===== src/rtl/unstack_controller_if.sv =====
// Pop-sequencer bundle: trigger/SP inputs, data-memory read port, and redirect/restore strobes.
// stack_err exists only when UNSTACK_UNDERFLOW_CHECK_EN is defined.
interface unstack_controller_if #(
    parameter int ADDR_W  = 12,
    parameter int DATA_W  = 16,
    parameter int FLAGS_W = 3
);
    logic                  pop_pc;
    logic                  pop_flags;
    logic [ADDR_W-1:0]     sp_in;
    logic [DATA_W-1:0]     mem_rd_data;
    logic                  mem_rd;
    logic [ADDR_W-1:0]     mem_addr;
    logic                  stall;
    logic                  flags_load;
    logic [FLAGS_W-1:0]    flags_out;
    logic                  pc_load;
    logic [2*DATA_W-1:0]   pc_out;
    logic                  sp_wr_en;
    logic [ADDR_W-1:0]     sp_out;
    logic                  busy;
`ifdef UNSTACK_UNDERFLOW_CHECK_EN
    logic                  stack_err;
`endif

    modport master (
        input  pop_pc, pop_flags, sp_in, mem_rd_data,
`ifdef UNSTACK_UNDERFLOW_CHECK_EN
        output stack_err,
`endif
        output mem_rd, mem_addr, stall, flags_load, flags_out,
               pc_load, pc_out, sp_wr_en, sp_out, busy
    );

    modport slave (
        output pop_pc, pop_flags, sp_in, mem_rd_data,
`ifdef UNSTACK_UNDERFLOW_CHECK_EN
        input  stack_err,
`endif
        input  mem_rd, mem_addr, stall, flags_load, flags_out,
               pc_load, pc_out, sp_wr_en, sp_out, busy
    );
endinterface


===== src/rtl/unstack_controller.sv =====
// Purpose: RET/RTI pop sequencer (flags, PC low, PC high), restores flags, redirects PC, updates SP.
// Latency: pc_load 3 cycles after the trigger edge for RET, 4 for RTI; optional UNSTACK_UNDERFLOW_CHECK_EN.
// Backpressure: none accepted; stalls IF/ID/EX while reading, ignores pop_* until back in IDLE.
module unstack_controller #(
    parameter int ADDR_W  = 12,
    parameter int DATA_W  = 16,
    parameter int FLAGS_W = 3
`ifdef UNSTACK_UNDERFLOW_CHECK_EN
    ,
    parameter int unsigned STACK_TOP = 2**ADDR_W - 1
`endif
) (
    input  logic                  clk,
    input  logic                  rst,
    unstack_controller_if.master  bus
);

    typedef enum logic [2:0] {
        IDLE     = 3'd0,
        RD_FLAGS = 3'd1,
        RD_LO    = 3'd2,
        RD_HI    = 3'd3,
        DONE     = 3'd4
    } state_t;

    state_t              state;
    state_t              state_nxt;
    logic [ADDR_W-1:0]   base_sp;
    logic                is_rti;
    logic [DATA_W-1:0]   pc_lo_reg;
    logic                trigger;
    logic                accept;

    logic                mem_rd;
    logic [ADDR_W-1:0]   mem_addr;
    logic                stall;
    logic                flags_load;
    logic [FLAGS_W-1:0]  flags_out;
    logic                pc_load;
    logic [2*DATA_W-1:0] pc_out;
    logic                sp_wr_en;
    logic [ADDR_W-1:0]   sp_out;

    // Slot offsets relative to base_sp; F shifts the PC words up by one for RTI.
    logic [ADDR_W-1:0]   addr_first;
    logic [ADDR_W-1:0]   addr_lo;
    logic [ADDR_W-1:0]   addr_hi;

    assign trigger    = (state == IDLE) && bus.pop_pc;
    assign addr_first = base_sp + ADDR_W'(1);
    assign addr_lo    = addr_first + ADDR_W'(is_rti);
    assign addr_hi    = addr_lo + ADDR_W'(1);

`ifdef UNSTACK_UNDERFLOW_CHECK_EN
    logic                underflow;
    logic                stack_err_q;
    logic [ADDR_W:0]     sp_need;

    // One extra bit so sp_in+2+F cannot wrap before the comparison.
    assign sp_need   = {1'b0, bus.sp_in} + (ADDR_W+1)'(bus.pop_flags ? 3 : 2);
    assign underflow = sp_need > (ADDR_W+1)'(STACK_TOP);
    assign accept    = trigger && !underflow;

    always_ff @(posedge clk) begin
        if (rst) begin
            stack_err_q <= 1'b0;
        end else begin
            stack_err_q <= trigger && underflow;
        end
    end

    assign bus.stack_err = stack_err_q;
`else
    assign accept = trigger;
`endif

    always_ff @(posedge clk) begin
        if (rst) begin
            state     <= IDLE;
            base_sp   <= '0;
            is_rti    <= 1'b0;
            pc_lo_reg <= '0;
        end else begin
            state <= state_nxt;
            if (accept) begin
                base_sp <= bus.sp_in;
                is_rti  <= bus.pop_flags;
            end
            if (state == RD_HI) begin
                pc_lo_reg <= bus.mem_rd_data;
            end
        end
    end

    always_comb begin
        state_nxt  = state;
        mem_rd     = 1'b0;
        mem_addr   = '0;
        stall      = 1'b0;
        flags_load = 1'b0;
        flags_out  = '0;
        pc_load    = 1'b0;
        pc_out     = '0;
        sp_wr_en   = 1'b0;
        sp_out     = '0;
        case (state)
            IDLE: begin
                if (accept) begin
                    state_nxt = bus.pop_flags ? RD_FLAGS : RD_LO;
                end
            end
            RD_FLAGS: begin
                mem_rd    = 1'b1;
                mem_addr  = addr_first;
                stall     = 1'b1;
                state_nxt = RD_LO;
            end
            RD_LO: begin
                mem_rd   = 1'b1;
                mem_addr = addr_lo;
                stall    = 1'b1;
                // Read data here is the flags word fetched in RD_FLAGS.
                if (is_rti) begin
                    flags_load = 1'b1;
                    flags_out  = bus.mem_rd_data[FLAGS_W-1:0];
                end
                state_nxt = RD_HI;
            end
            RD_HI: begin
                mem_rd    = 1'b1;
                mem_addr  = addr_hi;
                stall     = 1'b1;
                state_nxt = DONE;
            end
            DONE: begin
                pc_load   = 1'b1;
                pc_out    = {bus.mem_rd_data, pc_lo_reg};
                sp_wr_en  = 1'b1;
                sp_out    = addr_hi;
                state_nxt = IDLE;
            end
            default: begin
                state_nxt = IDLE;
            end
        endcase
    end

    assign bus.mem_rd     = mem_rd;
    assign bus.mem_addr   = mem_addr;
    assign bus.stall      = stall;
    assign bus.flags_load = flags_load;
    assign bus.flags_out  = flags_out;
    assign bus.pc_load    = pc_load;
    assign bus.pc_out     = pc_out;
    assign bus.sp_wr_en   = sp_wr_en;
    assign bus.sp_out     = sp_out;
    assign bus.busy       = (state != IDLE);

endmodule


===== src/flat_wrapper.sv =====
// flat-port wrapper written by rule: the top's interface ports become plain ports
module unstack_controller_flat 
#(
    parameter int ADDR_W  = 12,
    parameter int DATA_W  = 16,
    parameter int FLAGS_W = 3

)
  (clk, rst, bus_pop_pc, bus_pop_flags, bus_sp_in, bus_mem_rd_data, bus_mem_rd, bus_mem_addr, bus_stall, bus_flags_load, bus_flags_out, bus_pc_load, bus_pc_out, bus_sp_wr_en, bus_sp_out, bus_busy);
  unstack_controller_if #(.ADDR_W(ADDR_W), .DATA_W(DATA_W), .FLAGS_W(FLAGS_W)) bus_i ();
  input  logic clk;
  input  logic rst;
  input wire logic [$bits(bus_i.pop_pc)-1:0] bus_pop_pc;
  input wire logic [$bits(bus_i.pop_flags)-1:0] bus_pop_flags;
  input wire logic [$bits(bus_i.sp_in)-1:0] bus_sp_in;
  input wire logic [$bits(bus_i.mem_rd_data)-1:0] bus_mem_rd_data;
  output wire logic [$bits(bus_i.mem_rd)-1:0] bus_mem_rd;
  output wire logic [$bits(bus_i.mem_addr)-1:0] bus_mem_addr;
  output wire logic [$bits(bus_i.stall)-1:0] bus_stall;
  output wire logic [$bits(bus_i.flags_load)-1:0] bus_flags_load;
  output wire logic [$bits(bus_i.flags_out)-1:0] bus_flags_out;
  output wire logic [$bits(bus_i.pc_load)-1:0] bus_pc_load;
  output wire logic [$bits(bus_i.pc_out)-1:0] bus_pc_out;
  output wire logic [$bits(bus_i.sp_wr_en)-1:0] bus_sp_wr_en;
  output wire logic [$bits(bus_i.sp_out)-1:0] bus_sp_out;
  output wire logic [$bits(bus_i.busy)-1:0] bus_busy;
  assign bus_i.pop_pc = bus_pop_pc;
  assign bus_i.pop_flags = bus_pop_flags;
  assign bus_i.sp_in = bus_sp_in;
  assign bus_i.mem_rd_data = bus_mem_rd_data;
  assign bus_mem_rd = bus_i.mem_rd;
  assign bus_mem_addr = bus_i.mem_addr;
  assign bus_stall = bus_i.stall;
  assign bus_flags_load = bus_i.flags_load;
  assign bus_flags_out = bus_i.flags_out;
  assign bus_pc_load = bus_i.pc_load;
  assign bus_pc_out = bus_i.pc_out;
  assign bus_sp_wr_en = bus_i.sp_wr_en;
  assign bus_sp_out = bus_i.sp_out;
  assign bus_busy = bus_i.busy;
  unstack_controller #(.ADDR_W(ADDR_W), .DATA_W(DATA_W), .FLAGS_W(FLAGS_W)) u_core (.clk(clk), .rst(rst), .bus(bus_i));
endmodule

===== config.mk =====
export PLATFORM = sky130hd
export DESIGN_NAME = unstack_controller_flat
export DESIGN_NICKNAME = d
export VERILOG_FILES = /design/src/rtl/unstack_controller_if.sv /design/src/rtl/unstack_controller.sv /design/src/flat_wrapper.sv
export SDC_FILE = /design/constraint.sdc
export NUM_CORES = 1
export LEC_CHECK = 0
export BUFFER_PORTS_ARGS = -buffer_cell sky130_fd_sc_hd__buf_2
export CAP_MARGIN = 10
export CORE_UTILIZATION = 45
export DETAILED_ROUTE_END_ITERATION = 8
export HOLD_SLACK_MARGIN = 0.12
export PLACE_DENSITY = 0.73
export SLEW_MARGIN = 25
export SYNTH_ARGS = -nofsm -noshare
export SYNTH_HDL_FRONTEND = slang
export SYNTH_SLANG_ARGS = --single-unit

===== constraint.sdc =====
create_clock -name clk -period 3.54 [get_ports clk]
set_input_delay 0.531 -clock clk [delete_from_list [all_inputs] [get_ports clk]]
set_output_delay 0.531 -clock clk [all_outputs]
set_load 0.05 [all_outputs]

## Yosys cells after proc, flatten, opt, wreduce, memory -nomap -nowiden

Index checks and enable logic that the tools add are counted.

- Add/sub/neg operators: 3
- Multipliers: 0
- Div/mod/pow operators: 0
- Order comparisons: 0
- Equality and inequality tests: 5
- Shift-type cells: 0
- Mux-type cells: 12
- Bitwise gates (word level): 0
- Reductions and logical operators: 4

Operators with widths:

| cell | count |
|---|---|
| 12-bit one-hot mux with 3 select lines | 1 |
| 32-bit two-way mux | 1 |
| 12-bit by 1-bit adder with 12-bit output, second input constant | 2 |
| 12-bit by 1-bit adder with 12-bit output | 1 |
| 12-bit two-way mux | 1 |
| 3-bit one-hot mux with 4 select lines | 1 |
| 3-bit two-way mux | 3 |
| 3-bit by 2-bit == test with 1-bit output, second input constant | 2 |
| 1-bit two-way mux | 4 |
| 3-bit by 1-bit == test with 1-bit output, second input constant | 1 |
| 3-bit == test, second input constant | 1 |
| 3-bit zero test | 1 |
| 3-bit nonzero test | 1 |
| 3-bit OR reduction | 1 |
| 2-bit two-way mux | 1 |
| 2-bit by 1-bit inequality test with 1-bit output, second input constant | 1 |
| 1-bit logical AND | 1 |

- Register bits after elaboration: 32
- Latch bits: 0
- Memory bits (writable): 0
- ROM bits: 0
- Logic and storage cells: 28
- Memories: 0

## Depth between registers and ports, before layout

Gate-level depths: netlist of run 1.

- Word-level depth: 4
- Depth in mapped cells: 12
- Gate-level depth less buffers: 11

## Worst setup path after synthesis of run 1

Ideal clock, no wire load.

- Path kind: reg2out
- From: register u_core.base_sp[1]
- To: output bus_mem_addr[11]
- Arrival time: 3,235 ps
- Required time: 3,009 ps
- Slack: -226 ps
- Stages on the path, launching flop included: 11
- Buffers on the path: 1
- Cells stage by stage: dfxtp_1 ha_1 buf_4 nand3_1 o22a_1 a221oi_2 xnor2_2 nand3_1 nor4_4 nand2_1 a31oi_1

- Word-level cells in the longest chain between the ends: 4

Ends and longest elaborated chain:

| what | line | source |
|---|---|---|
| from (decl) | unstack_controller.sv:28 | `logic [ADDR_W-1:0] base_sp;` |
| from (signal assigned) | unstack_controller.sv:86 | `base_sp <= bus.sp_in;` |
| 12-bit by 1-bit adder with 12-bit output (*) | unstack_controller.sv:50 | `assign addr_first = base_sp + ADDR_W'(1);` |
| 12-bit by 1-bit adder with 12-bit output | unstack_controller.sv:51 | `assign addr_lo = addr_first + ADDR_W'(is_rti);` |
| 12-bit by 1-bit adder with 12-bit output | unstack_controller.sv:52 | `assign addr_hi = addr_lo + ADDR_W'(1);` |
| 12-bit one-hot mux with 3 select lines (*) | unstack_controller.sv:106 | `case (state)` |
| to (decl) | flat_wrapper.sv:18 | `output wire logic [$bits(bus_i.mem_addr)-1:0] bus_mem_addr;` |

Every way passes the cells marked *; elsewhere a longest branch is shown, timed or not.

## Worst setup path in the final report of run 1

- From: register u_core.base_sp[0]
- To: output bus_mem_addr[10]

The elaborated chain is that of the path after synthesis.

==> impl_metrics.toml, run 1 <==
[critical_path]
cp-end-kind = "primary output"
arrival_ns = 3.00
crit_required_ns = 3.01
start_kind = "register"
crit_type = "reg2out"
worstPathMaxFanout = 9

[placement]
place.port_buffers = 96
dp_hpwl_um = 5970
dpl_cell_area_mm2 = 0.00354
numPlacedInstances = 563
gp_congestion = 0.907
dp_slack_ns = -0.00885

[floorplanning]
initial_core_util = 0.470
core_area_mm2 = 0.00639
rows = 29
ioPinCount = 97
dieHeight_um = 83.7
dieWidth_um = 83.7
dieArea_mm2 = 0.00700

[power_and_ir_drop]
power.density_mw_per_mm2 = 295
p_leak_nw = 1.81
ir_drop_mv = 0.263

[sta]
period_minus_slack_ns = 3.54
hold-worst-slack_ns = 0.450
tns_ns = 0
tightest_slew_ns = 0.746
setup_violations = 0
rsz0062_at_grt = "true"
timing.slew.headroom = 0.501
timing.final.hold_violations = 0
worst_slack_ns = 0.00416
slew_violations = 0
clock.fmax_mhz = 283
fin_worst_skew_ns = 0.0102
fin_crit_sh = 0.999

[clocking]
cts_tree = "built"
cts_root_buf = "clkbuf_8"
htree_levels = 2
ctsLongestPathBuffers = 2
clock_latency_ns = 0.29
cts_buffers = 5
clkTransAtPathRegs_ns = 0.07
cts.sink_count = 32

[detailed_routing]
routed_via_density = 5.58
wirelength_um = 8370
drt-wirelength-per-cell_um = 14.5
first_iter_violations = 155
drc_errors = 0
drtPass1Iterations = 4
vias = 3232
drtAntennaViolNets = 0

[synth]
syn-num-nets = 439
synth_edf_count = 0
synth-seq-cells = 32
syn_inst = 403
yosysWarningCount = 0
synth_area_per_cell_um2 = 7.45
syn_area_mm2 = 0.00300
synthArstFlopShare = 0
synth.distinct_cells = 70
synthFlopType = "dfxtp_1"
seq_area_frac_synth = 0.213

[final_layout]
syn2layout_area_growth_pct = 29.4
layout_commonest_cell = "buf_2"
fillCellCount = 611
layout_common_cells = "buf_2, nand2_1, a21oi_1, and3_1"
fin_nets = 537
n_antenna_cell = 0
drive_above_1_share = 0.371
layout.cells.non_filler = 579
final_cell_area_mm2 = 0.00388
largest_reg_flops = 16

[global_route]
grt_max_degree = 36
grt_pass1_vias = 3036
antenna_found_initial = 0
grt_pass1_wl_um = 14000
grt-ovfl-total = 0
grtUsageTotal = 0.239

[run]
drv_cap = 0

[worst_hold_path]
hold_path.class = "reg2reg"

[outcome]
status = "complete, no violations"
[power breakdown]
part / internal [W] / switching (W)
Combinational: 0.000134 / 0.000259
Clock: 0.000209 / 0.000139
Sequential: 0.000379 / 0.0000278
Total: 0.000722 / 0.000425
[area by class of cell]
type | instances | area, um^2 | share of cell area
inverter | 10 | 37.5 | 0.00966
timing repair buffer | 124 | 724 | 0.187
clock inverter | 2 | 35.0 | 0.00902
tap | 77 | 96.3 | 0.0248
sequential | 32 | 653 | 0.168
multi-input combinational | 328 | 2260 | 0.583
clock buffer | 6 | 72.6 | 0.0187
[repair_timing]
item | in CTS | in global routing
pin swaps | 8 | 10
endpoints found under the setup margin | 11 | 11
gates resized for setup | 19 | 24
hold buffers | 0 | 0
buffers inserted | 4 | 4
[cell families after synthesis]
group                      count (synthesis)  share of synthesized area
DFF                                       32                      0.213
and+or+nand+nor                          205                      0.386
buffers and inverters                     43                     0.0817
AOI/OAI and AO/OA                         91                      0.190
muxes                                      2                    0.00709
adders and majority gates                  4                     0.0167
xor gates and xnor gates                  26                      0.105
[worst max-delay path: stages, from the launching register on]
cell	delay (ns)
dfxtp_4	0.36
ha_4	0.20
a21o_2	0.21
a31o_4	0.26
a221oi_4	0.35
xnor2_2	0.21
nand4_4	0.17
nor4b_4	0.36
a31oi_2	0.16
o31ai_4	0.25
buf_6	0.19
[final timing paths]
check                         endpoint  slack (ns)            startpoint  cells after the start
setup / recovery      bus_mem_addr[10]       0.004     u_core.base_sp[0]                     10
hold / removal    u_core.pc_lo_reg[12]        0.45  u_core.pc_lo_reg[12]                      2
setup reg to reg     u_core.base_sp[1]        1.36       u_core.state[2]                      5
hold reg to reg   u_core.pc_lo_reg[12]        0.45  u_core.pc_lo_reg[12]                      2
[per-layer routing]
layer	share of wire	GRT usage	routed length, um	vias up
li1	-	-	-	1612
met1	0.47	0.315	3900	1494
met2	0.47	0.409	3900	114
met3	0.051	0.0287	430	12
met4	0.016	0.0663	137	0
met5	0	0	0	-
[stage by stage]
step / power (W) / utilization
floorplan: 0.000688 / -
global placement: 0.000770 / 0.555
detailed placement: 0.000775 / 0.555
CTS: 0.00113 / 0.590
global route: 0.00120 / 0.608
finish: 0.00115 / 0.608
[Yosys cell counts (2+ instances only)]
library cell	count	share of area
a21o_1	2	0.0050
a21oi_1	43	0.072
a31oi_1	5	0.010
a32oi_1	2	0.0058
and2_1	6	0.013
and3_1	34	0.071
and4_1	2	0.0058
buf_2	3	0.0050
buf_4	4	0.010
buf_6	6	0.023
clkbuf_1	18	0.023
clkbuf_8	2	0.0092
dfxtp_1	32	0.21
ha_1	4	0.017
inv_1	10	0.013
nand2_1	71	0.089
nand2_4	2	0.0075
nand2b_1	4	0.0083
nand3_1	10	0.017
nand3b_1	2	0.0050
nand4_1	2	0.0042
nand4_4	2	0.014
nor2_1	33	0.041
nor2b_1	2	0.0042
nor3_1	7	0.012
nor4_1	5	0.010
nor4b_2	3	0.015
o211ai_1	4	0.010
o21ai_0	14	0.023
o21ai_1	3	0.0050
o31ai_1	2	0.0050
or2_2	3	0.0063
or3_1	3	0.0063
or4_1	2	0.0050
xnor2_1	16	0.047
xnor2_2	3	0.016
xor2_1	3	0.0088
xor2_4	2	0.018
Power figures use the tool's default switching activity.
==> inputs of run 2 (changes only) <==
CORE_UTILIZATION = 30   (was 45)
PLACE_DENSITY = 0.53   (was 0.73)
clock period = 3.3 ns   (was 3.54 ns; I/O delays follow)
==> impl_metrics.toml, run 2 (synthesis gave the netlist of run 1 again) <==
[critical_path]
arrival_ns = 2.89
critPathTopFamily = "compound AO/OA/AOI/OAI gates"
reg2reg_setup_slack_ns = 1.04
start_kind = "register"
slowest_stage = "a221oi_4"
slowest_delay_ns = 0.38
r2r-start = "u_core.state[2]"
startpoint = "u_core.base_sp[0]"
worstPathMaxFanout = 6
reg2reg_depth = 5
path_cells = "ha_4 > nand4bb_1 > o22a_1 > a221oi_4 > xnor2_2 > nand4_4 > nor4b_4 > buf_4 > a2111o_1 > o31ai_4 > buf_6"
path_buf_inv = 2
cp-end-kind = "primary output"
r2r_end = "u_core.base_sp[3]"
crit_type = "reg2out"
crit_required_ns = 2.80

[sta]
fin_worst_skew_ns = 0.00461
period_minus_slack_ns = 3.38
rsz0062_at_grt = "true"
clock.fmax_mhz = 296
worst_slack_ns = -0.0809
slew_violations = 0
timing.slew.headroom = 0.477
timing.final.hold_violations = 0
tightest_slew_ns = 0.781
fin_crit_sh = 1.02
setup_violations = 6

[floorplanning]
initial_core_util = 0.309
dieWidth_um = 102
dieHeight_um = 102
dieArea_mm2 = 0.0104
ioPinCount = 97
core_area_mm2 = 0.00973
rows = 36

[final_layout]
layout_commonest_cell = "buf_2"
ff_latch_area_um2 = 652
largest_reg_flops = 16
fillCellCount = 1034
n_antenna_cell = 0
layout_common_cells = "buf_2, nand2_1, buf_4, a21oi_1, and3_1"
drive_above_1_share = 0.426
syn2layout_area_growth_pct = 43.0
multi_input_area_mm2 = 0.00236
utilization = 0.441
fin_nets = 558

[power_and_ir_drop]
ir_drop_mv = 0.215
p_leak_nw = 1.96
total_power_w = 0.00127
power.density_mw_per_mm2 = 296

[clocking]
cts_root_buf = "clkbuf_8"
clock_latency_ns = 0.28
cts_tree = "built"
clkTransAtPathRegs_ns = 0.06
cts_buffers = 5
cts.sink_count = 32
htree_levels = 2
hold_buffers = 0
ctsLongestPathBuffers = 2

[placement]
place.port_buffers = 96
dp_hpwl_um = 6860
gp_congestion = 0.859

[worst_hold_path]
hold_path.class = "in2reg"
whs_endpoint = "u_core.base_sp[0]"
hp-start = "bus_sp_in[0]"
hold_depth = 3

[detailed_routing]
drtPass1Iterations = 4
first_iter_violations = 158
wirelength_um = 9060
vias = 3223
drt-wirelength-per-cell_um = 13.8
drtAntennaViolNets = 0
drc_errors = 0
routed_via_density = 4.91

[outcome]
violations = "negative setup slack"
status = "complete, but fails checks"

[global_route]
grt-ovfl-total = 0
antenna_found_initial = 0
grtUsageTotal = 0.176
grt_pass1_vias = 3017
grt_max_degree = 36
grt_pass1_wl_um = 14800

[run]
drv_cap = 0
-- run 2: cell types whose count changed in the layout (fill, tap and decap cells not counted), moves of 2 or more --
cell	previous run	this run
o21ai_0	14	10
nor2_1	31	29
a21oi_1	41	37
buf_4	31	46
buf_2	87	83
inv_2	2	0
a21oi_2	2	6
o21ai_2	0	4
nor4_1	4	2
nor3_2	2	0
nor4_4	1	3
clkbuf_8	5	7
clkbuf_4	3	1
buf_6	3	13
-- run 2: power by group --
part	leakage, nW	internal [W]	switching [W]
combinational	1.64	0.000166	0.000285
sequential	0.263	0.000407	0.0000319
clock	0.0627	0.000236	0.000143
-- run 2: cell type report --
cell class | instances | area share
sequential | 32 | 0.152
timing repair buffer | 145 | 0.221
multi-input combinational | 328 | 0.550
inverter | 10 | 0.00933
clock buffer | 8 | 0.0283
tap | 133 | 0.0388
-- run 2: tightest hold or removal path: cells and delay by family --
kind                   cells  cell delay [ns]
buffers and inverters      1             0.09
and+or+nand+nor            1             0.04
AOI/OAI and AO/OA          1             0.04
-- run 2: per-stage QoR --
| step | cells | area (um^2) | setup WS [ns] | TNS (ns) | hold WS [ns] |
|---|---|---|---|---|---|
| finish | 656 | 4290 | -0.0809 | -0.404 | 0.435 |
| CTS | 654 | 4190 | -0.118 | -0.503 | 0.430 |
| global placement | 634 | 3830 | 0.0687 | 0 | 0.438 |
| floorplan | 403 | 3130 | -0.0239 | -0.0239 | 0.432 |
| detailed placement | 634 | 3830 | 0.0136 | 0 | 0.444 |
| global route | 656 | 4290 | -0.247 | -1.75 | 0.451 |
-- run 2: routing by layer --
layer,up-vias,share of wire,global-route usage
li1,1648,-,-
met1,1510,0.48,0.240
met2,59,0.48,0.299
met3,6,0.029,0.0219
met4,0,0.0084,0.0352
met5,-,0,0
-- run 2: how the worst max path moves through the flow --
stage               cells after the start               end
finish                                 11  bus_mem_addr[10]
global placement                       13  bus_mem_addr[10]
CTS                                    11  bus_mem_addr[10]
global route                           11    bus_sp_out[10]
floorplan                              10  bus_mem_addr[10]
detailed placement                     13  bus_mem_addr[10]
-- run 2: repair_timing --
item,4_1_cts,5_1_grt
setup buffers,11,2
cloned,1,0
endpoints found under the setup margin,11,14
pin swaps,25,14
resized for setup,37,29
